`src/rtl/uart_pkg.sv`:
```
// Shared UART package: state encoding, default data width and parity helper.
// Parity support in uart_tx is enabled by defining UART_TX_PARITY_EN.
package uart_pkg;

    // Data bits per frame shared by the transmitter and the receiver.
    localparam int UART_DATAWIDTH = 8;

    // Frame state encoding; ST_PARITY is only reachable when parity is compiled in.
    typedef enum logic [2:0] {
        ST_IDLE   = 3'd0,
        ST_START  = 3'd1,
        ST_DATA   = 3'd2,
        ST_PARITY = 3'd3,
        ST_STOP   = 3'd4
    } uart_state_e;

    // Even parity of a word of up to 9 bits; narrower words are zero-extended.
    function automatic logic even_parity(input logic [8:0] word);
        return ^word;
    endfunction

endpackage

```
`src/rtl/uart_baud_tick.sv`:
```
// Bit-time counter: counts 0..CLKS_PER_BIT-1 and asserts tick on the last count.
// A synchronous clear restarts the count so bit boundaries align to a start bit.
module uart_baud_tick
    import uart_pkg::*;
#(
    parameter int CLKS_PER_BIT = 1
) (
    input  logic clk,
    input  logic clr,
    output logic tick
);

    localparam int CW = (CLKS_PER_BIT > 1) ? $clog2(CLKS_PER_BIT) : 1;

    logic [CW-1:0] cnt_q;
    logic [CW-1:0] cnt_d;

    assign tick = (cnt_q == CW'(CLKS_PER_BIT - 1));

    // Next count: restart on clear or at the end of a bit, otherwise advance.
    always_comb begin
        cnt_d = cnt_q + 1'b1;
        if (clr || tick) begin
            cnt_d = '0;
        end
    end

    // Count register; reset arrives through clr.
    always_ff @(posedge clk) begin
        cnt_q <= cnt_d;
    end

endmodule

```
`src/rtl/uart_tx.sv`:
```
// UART transmitter: pops words from a first-word-fall-through FIFO and sends
// idle-high frames (start, LSB-first data, optional even parity, one stop bit).
// Define UART_TX_PARITY_EN to compile in the parity bit.
module uart_tx
    import uart_pkg::*;
#(
    parameter int DATAWIDTH    = UART_DATAWIDTH,
    parameter int CLKS_PER_BIT = 1
) (
    input  logic                 CLK,
    input  logic                 RST,
    input  logic                 ISEMPTY,
    input  logic [DATAWIDTH-1:0] DATA,
    output logic                 READ,
    output logic                 TX,
    output logic                 BUSY
);

    localparam int BW = $clog2(DATAWIDTH);

    uart_state_e          state_q, state_d;
    logic [DATAWIDTH-1:0] shift_q, shift_d;
    logic [BW-1:0]        bitcnt_q, bitcnt_d;
    logic                 tx_q, tx_d;
    logic                 read_q, read_d;
    logic                 busy_q, busy_d;
`ifdef UART_TX_PARITY_EN
    logic                 par_q, par_d;
`endif
    logic                 load;
    logic                 tick;

    // Bit boundaries restart on every load so the start bit gets a full bit time.
    uart_baud_tick #(
        .CLKS_PER_BIT(CLKS_PER_BIT)
    ) u_baud (
        .clk  (CLK),
        .clr  (RST | load),
        .tick (tick)
    );

    // Next-state and next-output logic; outputs are computed one cycle ahead.
    always_comb begin
        state_d  = state_q;
        shift_d  = shift_q;
        bitcnt_d = bitcnt_q;
        tx_d     = tx_q;
        busy_d   = busy_q;
        read_d   = 1'b0;
        load     = 1'b0;
`ifdef UART_TX_PARITY_EN
        par_d    = par_q;
`endif
        case (state_q)
            ST_IDLE: begin
                tx_d   = 1'b1;
                busy_d = 1'b0;
                if (!ISEMPTY) begin
                    load = 1'b1;
                end
            end
            ST_START: begin
                if (tick) begin
                    state_d  = ST_DATA;
                    bitcnt_d = '0;
                    tx_d     = shift_q[0];
                end
            end
            ST_DATA: begin
                if (tick) begin
                    shift_d = shift_q >> 1;
                    if (bitcnt_q == BW'(DATAWIDTH - 1)) begin
`ifdef UART_TX_PARITY_EN
                        state_d = ST_PARITY;
                        tx_d    = par_q;
`else
                        state_d = ST_STOP;
                        tx_d    = 1'b1;
`endif
                    end else begin
                        bitcnt_d = bitcnt_q + 1'b1;
                        tx_d     = shift_q[1];
                    end
                end
            end
`ifdef UART_TX_PARITY_EN
            ST_PARITY: begin
                if (tick) begin
                    state_d = ST_STOP;
                    tx_d    = 1'b1;
                end
            end
`endif
            ST_STOP: begin
                if (tick) begin
                    if (!ISEMPTY) begin
                        load = 1'b1;
                    end else begin
                        state_d = ST_IDLE;
                        tx_d    = 1'b1;
                        busy_d  = 1'b0;
                    end
                end
            end
            default: begin
                state_d = ST_IDLE;
                tx_d    = 1'b1;
                busy_d  = 1'b0;
            end
        endcase

        // A load captures the FIFO head and starts the start bit on the next edge.
        if (load) begin
            state_d  = ST_START;
            shift_d  = DATA;
            bitcnt_d = '0;
            tx_d     = 1'b0;
            busy_d   = 1'b1;
            read_d   = 1'b1;
`ifdef UART_TX_PARITY_EN
            par_d    = even_parity(9'(DATA));
`endif
        end
    end

    // State and registered outputs.
    always_ff @(posedge CLK) begin
        if (RST) begin
            state_q  <= ST_IDLE;
            shift_q  <= '0;
            bitcnt_q <= '0;
            tx_q     <= 1'b1;
            read_q   <= 1'b0;
            busy_q   <= 1'b0;
`ifdef UART_TX_PARITY_EN
            par_q    <= 1'b0;
`endif
        end else begin
            state_q  <= state_d;
            shift_q  <= shift_d;
            bitcnt_q <= bitcnt_d;
            tx_q     <= tx_d;
            read_q   <= read_d;
            busy_q   <= busy_d;
`ifdef UART_TX_PARITY_EN
            par_q    <= par_d;
`endif
        end
    end

    assign TX   = tx_q;
    assign READ = read_q;
    assign BUSY = busy_q;

endmodule

```
`config.mk`:
```
export PLATFORM = sky130hd
export DESIGN_NAME = uart_tx
export DESIGN_NICKNAME = d
export VERILOG_FILES = /design/src/rtl/uart_pkg.sv /design/src/rtl/uart_baud_tick.sv /design/src/rtl/uart_tx.sv
export SDC_FILE = /design/constraint.sdc
export NUM_CORES = 1
export LEC_CHECK = 0
export CELL_PAD_IN_SITES_DETAIL_PLACEMENT = 1
export CELL_PAD_IN_SITES_GLOBAL_PLACEMENT = 1
export CORE_UTILIZATION = 37
export CTS_BUF_LIST = sky130_fd_sc_hd__clkbuf_4
export DETAILED_ROUTE_END_ITERATION = 16
export PLACE_DENSITY_LB_ADDON = 0.3
export SKIP_LAST_GASP = 1
export SYNTH_ARGS = -nofsm -noshare
export SYNTH_HDL_FRONTEND = slang
export SYNTH_SLANG_ARGS = --single-unit
```
`constraint.sdc`:
```
create_clock -name CLK -period 1.4 [get_ports CLK]
set_input_delay 0.28 -clock CLK [delete_from_list [all_inputs] [get_ports CLK]]
set_output_delay 0.28 -clock CLK [all_outputs]
set_load 0.01 [all_outputs]
```
==> results of run 1 <==
-- cells in the final DEF (no fill, tap or decap), types with 3 or more instances in the layout --
cell type        netlist  final
o21ai_0                6      3
nor3_1                 5      5
a21oi_1                3      3
mux2i_1                9      8
clkbuf_4               0      3
dlygate4sd2_1          0      3
nor2_1                13     13
clkdlybuf4s50_1        0      9
a22oi_1                4      3
buf_4                  0     14
a211oi_1               7      6
nand2_1                3      3
dfxtp_1               18     12
dfxtp_2                0      5
-- registers in the layout, indices dropped and copies added (netlist names) --
register and count:
BUSY 1, u_baud.cnt_q 1, TX 1, READ 1
bitcnt_q 3, state_q 3, shift_q 8
-- power by group --
part | switching (mW) | total, mW | internal (mW)
clock | 0.168 | 0.272 | 0.104
combinational | 0.127 | 0.282 | 0.155
sequential | 0.0324 | 0.585 | 0.553
total | 0.328 | 1.14 | 0.812
-- stage by stage --
stage | hold WS (ns) | setup TNS, ns | area, sq um
after CTS | 0.4912 | -0.01238 | 1225
after floorplan | 0.4205 | 0 | 888.4
after global placement | 0.4516 | -2.242 | 1164
after detailed placement | 0.4760 | -2.915 | 1164
after global routing | 0.5365 | -0.3127 | 1265
final | 0.4919 | -0.007727 | 1265
-- what timing repair did --
action	CTS	global route
setup endpoints to repair	14	13
pin swaps	0	6
gates resized for setup	15	13
-- per-layer routing --
metal | global-route usage [%] | wire (microns) | vias up
met3 | 3.571 | 43 | 4
met2 | 37.28 | 1139 | 9
met4 | 9.722 | 40 | 0
li1 | - | - | 406
met1 | 22.34 | 986 | 397
met5 | 0 | 0 | -
-- worst reg2reg max path, stage by stage, from the launching register on --
cell     delay, ns
dfxtp_2       0.35
ha_4          0.16
ha_4          0.17
or4_4         0.47
o21ai_1       0.09
o21ai_1       0.07
-- worst max-delay path by stage --
stage / from / endpoint / slack (ns) / depth (start not counted)
floorplan: bitcnt_q[0]$_SDFFE_PP0P_ / TX$_SDFFE_PP1P_ / 0.02 / 5
global placement: ISEMPTY / shift_q[7]$_SDFFE_PP0P_ / -0.25 / 6
detailed placement: ISEMPTY / shift_q[4]$_SDFFE_PP0P_ / -0.29 / 5
CTS: bitcnt_q[0]$_SDFFE_PP0P_ / TX$_SDFFE_PP1P_ / -0.01 / 5
global route: u_baud.cnt_q$_SDFF_PP0_ / shift_q[2]$_SDFFE_PP0P_ / -0.06 / 4
finish: bitcnt_q[0]$_SDFFE_PP0P_ / TX$_SDFFE_PP1P_ / -0.008 / 5
-- area by class of cell --
| class | instances | area share (%) |
|---|---|---|
| clock inverter | 1 | 0.2967 |
| clock buffer | 3 | 1.780 |
| tap | 28 | 2.770 |
| sequential | 18 | 29.28 |
| timing repair buffer | 29 | 21.66 |
| multi-input combinational | 69 | 43.62 |
| inverter | 2 | 0.5935 |
-- cells by family after synthesis --
family,after synthesis,synth area share (%)
compound gates,27,23.59
xor+xnor,1,0.9889
fa+ha+maj,2,2.824
buf+inv,10,5.650
flops,18,40.68
mux,9,10.17
other cells,1,0.4233
simple gates,29,15.68
==> impl_metrics.tcl, run 1 <==
set metrics [dict create \
    synth_area_leader_cell "dfxtp_1" \
    finalPower_mw 1.139 \
    die_area_sq_um 2594 \
    grt_pass1_wl_microns 3905 \
    synthTopCellsByCount "dfxtp_1 (18), nor2_1 (13), mux2i_1 (9)" \
    cts_buffers 3 \
    crit_slowest_cell "or4_4" \
    rrSetupSlack_ns -0.008 \
    post_cts_buffers 0 \
    grt.total_usage_pct 20.37 \
    startpoint_type "register" \
    area_growth_syn_to_layout_pct 42.80 \
    violations "negative setup slack" \
    r2r_start "bitcnt_q[0]$_SDFFE_PP0P_" \
    drc 0 \
    num_antenna_cells 0 \
    drt_iter0_markers 3 \
    fin_skew_ns 0.001885 \
    postCtsHoldBufs 0 \
    synth_warnings 0 \
    path_buf_inv 0 \
    wl_per_cell_microns 14.73 \
    tritoncts "done" \
    drtAntennaViolNets 0 \
    syn_nets 110 \
    status "complete, but fails checks" \
    grt_max_degree 16 \
    path_class "register to register" \
    hp-class "input port to register" \
    num-fill-cells 266 \
    first_pass_iters 2 \
    clockBufferDepth 2 \
    dp_hpwl_microns 1639 \
    coreArea_sq_um 2233 \
    synth_area_per_cell_sq_um 9.132 \
    critPathTopFamily "simple AND/OR/NAND/NOR gates" \
    required_ns 1.60 \
    hold_path_depth 4 \
    yosysMostFrequentCell "dfxtp_1" \
    p_leak_nw 0.5015 \
    timing.rr.end "TX$_SDFFE_PP1P_" \
    htree_levels 1 \
    final-setup-viol-count 1 \
    root_buffer "clkbuf_4" \
    clkSinkCount 18 \
    std_cell_rows 17 \
    ys_seq_area_share_pct 40.68 \
    min_period_ns 1.408 \
    hold_viol_final 0 \
    num_io_pins 14 \
    ir_drop_uv 588.1 \
    drive_gt1_share_pct 30.33 \
    grt_pass1_vias 889 \
    setup_ws_ns -0.007727 \
    dr_total_vias 816 \
    wl_microns 2210 \
    yosysUniqueCellTypes 28 \
    final_util_pct 56.64 \
    async_flop_share_pct 0 \
    synth-edff-count 0 \
    synth_top_area_share_pct 40.68 \
    path_max_fanout 4 \
    initial_core_util_pct 39.66 \
    whs_endpoint "state_q[0]$_SDFFE_PP0P_" \
    critPathCaptureType "register" \
    crit_arrival_ns 1.60 \
    regArea_sq_um 370.4 \
    place_ws_ns -0.2944 \
    drt-vias-per-instance 5.440 \
    synth-seq-cells 18 \
    reg2regPathDepth 5 \
    grt_antenna_before_repair 0 \
    hold_path.startpoint "ISEMPTY" \
    nets 136 \
    fin_crit_sh_pct 100.6 \
    netlist_top_cells_area "dfxtp_1 (41%), mux2i_1 (10%), a211oi_1 (5.9%)" \
    synth_area_sq_um 885.9 \
    portBuffers 13 \
    synth_flop_cell "dfxtp_1" \
    rsz0062_at_grt "yes" \
    die_h_microns 50.93 \
    cap_violations 0 \
    crit_chain "ha_4, ha_4, or4_4, o21ai_1, o21ai_1" \
    gp_congestion 0.7740 \
    power_density_nw_per_um2 900.8 \
    drv_slew 0 \
    die_w_microns 50.93 \
    synthCells 97 \
    overflow 0 \
    multi_input_area_sq_um 551.8 \
    dp.cells 147 \
    path_clk_slew_ns 0.10 \
    critPathMaxStageDelay_ns 0.47 \
    fin_cells 150 \
    fmax_ghz 0.7104 \
    clock_latency_ns 0.30 \
]
Power figures use the tool's default switching activity.
==> run 2, diff against run 1 <==
--- a/config.mk
+++ b/config.mk
@@ -5,6 +5,7 @@
 export SDC_FILE = /design/constraint.sdc
 export NUM_CORES = 1
 export LEC_CHECK = 0
+export ABC_AREA = 0
 export CELL_PAD_IN_SITES_DETAIL_PLACEMENT = 1
 export CELL_PAD_IN_SITES_GLOBAL_PLACEMENT = 1
 export CORE_UTILIZATION = 37
==> results of run 2 <==
Same layout as run 1: the final DEF is identical, and so are final timing and power.
==> run 3, diff against run 2 <==
--- a/config.mk
+++ b/config.mk
@@ -8,11 +8,12 @@
 export ABC_AREA = 0
 export CELL_PAD_IN_SITES_DETAIL_PLACEMENT = 1
 export CELL_PAD_IN_SITES_GLOBAL_PLACEMENT = 1
-export CORE_UTILIZATION = 37
+export CORE_UTILIZATION = 32
 export CTS_BUF_LIST = sky130_fd_sc_hd__clkbuf_4
 export DETAILED_ROUTE_END_ITERATION = 16
 export PLACE_DENSITY_LB_ADDON = 0.3
 export SKIP_LAST_GASP = 1
+export SLEW_MARGIN = 20
 export SYNTH_ARGS = -nofsm -noshare
 export SYNTH_HDL_FRONTEND = slang
 export SYNTH_SLANG_ARGS = --single-unit
==> impl_metrics.tcl, run 3 (synthesized netlist as in run 1, its figures left out) <==
set metrics [dict create \
    status "complete, but fails checks" \
    violations "negative setup slack" \
    mostFrequentLayoutCell "nor2_1" \
    portBuffers 13 \
    clkSinkCount 18 \
    drc 0 \
    initial_core_util_pct 34.81 \
    post_cts_buffers 0 \
    setup_tns_ns -0.01514 \
    fin_crit_sh_pct 101.1 \
    fin_skew_ns 0.007283 \
    die_h_microns 54.62 \
    setup_ws_ns -0.01514 \
    hp-class "register to register" \
    drt-vias-per-instance 5.387 \
    power_density_nw_per_um2 904.3 \
    dp_hpwl_microns 1499 \
    htree_levels 1 \
    regMostFlops "shift_q" \
    die_area_sq_um 2983 \
    drv_slew 0 \
    crit_slowest_cell "clkdlybuf4s50_1" \
    crit_chain "clkdlybuf4s50_1, a2111oi_4, buf_12, mux2i_2, a211oi_2" \
    grt_max_degree 16 \
    path_max_fanout 10 \
    critPathCaptureType "register" \
    min_period_ns 1.415 \
    cap_violations 0 \
    path_class "input port to register" \
    hold_path_depth 2 \
    die_w_microns 54.62 \
    path_buf_inv 2 \
    critPathTopFamily "buffers and inverters" \
    grt_antenna_before_repair 0 \
    grt_pass1_wl_microns 3277 \
    hold_viol_final 0 \
    final_util_pct 49.07 \
    drtAntennaViolNets 0 \
    cts_buffers 3 \
    num_io_pins 14 \
    required_ns 1.58 \
    place_ws_ns -0.5026 \
    first_pass_iters 4 \
    coreArea_sq_um 2545 \
    mostFrequentLayoutCells "nor2_1 (13), dfxtp_1 (12), buf_4 (12)" \
    finalPower_mw 1.129 \
    root_buffer "clkbuf_4" \
    fmax_ghz 0.7066 \
    num_antenna_cells 0 \
    ir_drop_uv 602.2 \
    drive_gt1_share_pct 30.00 \
    startpoint_type "input port" \
    grt.total_usage_pct 15.80 \
    postCtsHoldBufs 0 \
    reg_top3 "shift_q (8), bitcnt_q (3), state_q (3)" \
    area_growth_syn_to_layout_pct 40.96 \
    rsz0062_at_grt "yes" \
    clockBufferDepth 2 \
    nets 134 \
    clock_latency_ns 0.30 \
    std_cell_rows 18 \
    largest_register_ff_count 8 \
    critPathMaxStageDelay_ns 0.51 \
    p_leak_nw 0.4805 \
    reg2regPathDepth 4 \
    final-setup-viol-count 1 \
    wl_microns 2169 \
    wl_per_cell_microns 14.46 \
    gp_congestion 0.7276 \
    drt_iter0_markers 4 \
    cp.depth 5 \
    path_clk_slew_ns 0.11 \
    tritoncts "done" \
    overflow 0 \
    grt_pass1_vias 761 \
    crit_arrival_ns 1.60 \
    dr_total_vias 808 \
]
run 3: cell count changes in the layout (fill, tap and decap cells not counted), sizes merged:
cell,change
buf,-2
clkdlybuf4s50,+1
dlymetal6s2s,-1
run 3: worst reg2reg max path, cell delays in order, from the launching register on:
cell       delay (ns)
dfxtp_2          0.37
a2111oi_4        0.42
buf_12           0.19
mux2i_2          0.22
a211oi_2         0.10
run 3: timing repair:
action                     4_1_cts  5_1_grt
pin swaps                        2        4
setup endpoints to repair       15       13
gates resized for setup         15       14
run 3: path summary, 6_finish.rpt:
| path | startpoint | endpoint | slack [ns] |
|---|---|---|---|
| setup reg to reg | u_baud.cnt_q$_SDFF_PP0_ | shift_q[3]$_SDFFE_PP0P_ | -0.01 |
| hold reg to reg | TX$_SDFFE_PP1P_ | TX$_SDFFE_PP1P_ | 0.49 |
| hold / removal | TX$_SDFFE_PP1P_ | TX$_SDFFE_PP1P_ | 0.49 |
| setup / recovery | ISEMPTY | shift_q[3]$_SDFFE_PP0P_ | -0.02 |
run 3: final cells by class:
class                           count  area (sq um)
Tap cell                           30         37.54
Timing Repair Buffer               27         247.7
Clock inverter                      1         3.754
Clock buffer                        3         22.52
Inverter                            2         7.507
Fill cell                         302          1296
Sequential cell                    18         370.4
Multi-Input combinational cell     69         559.3
run 3: stage by stage:
step           std cells  instance area (sq um)  hold slack, ns
6_report             150                   1249          0.4854
5_1_grt              150                   1249          0.5310
4_1_cts              150                   1170          0.4861
3_5_place_dp         146                   1131          0.4589
3_3_place_gp         146                   1131          0.4531
2_1_floorplan         97                  888.4          0.4205
run 3: power breakdown:
part	internal (mW)	total, mW	switching (mW)
registers	0.553	0.584	0.0305
logic	0.147	0.274	0.127
clock network	0.104	0.272	0.168
run 3: layer usage:
metal / global-route usage, % / wire [microns] / vias to the layer above
met5: 0 / 0 / -
li1: - / - / 404
met1: 16.83 / 956 / 389
met3: 5.000 / 68 / 2
met4: 5.128 / 15 / 0
met2: 28.92 / 1128 / 13
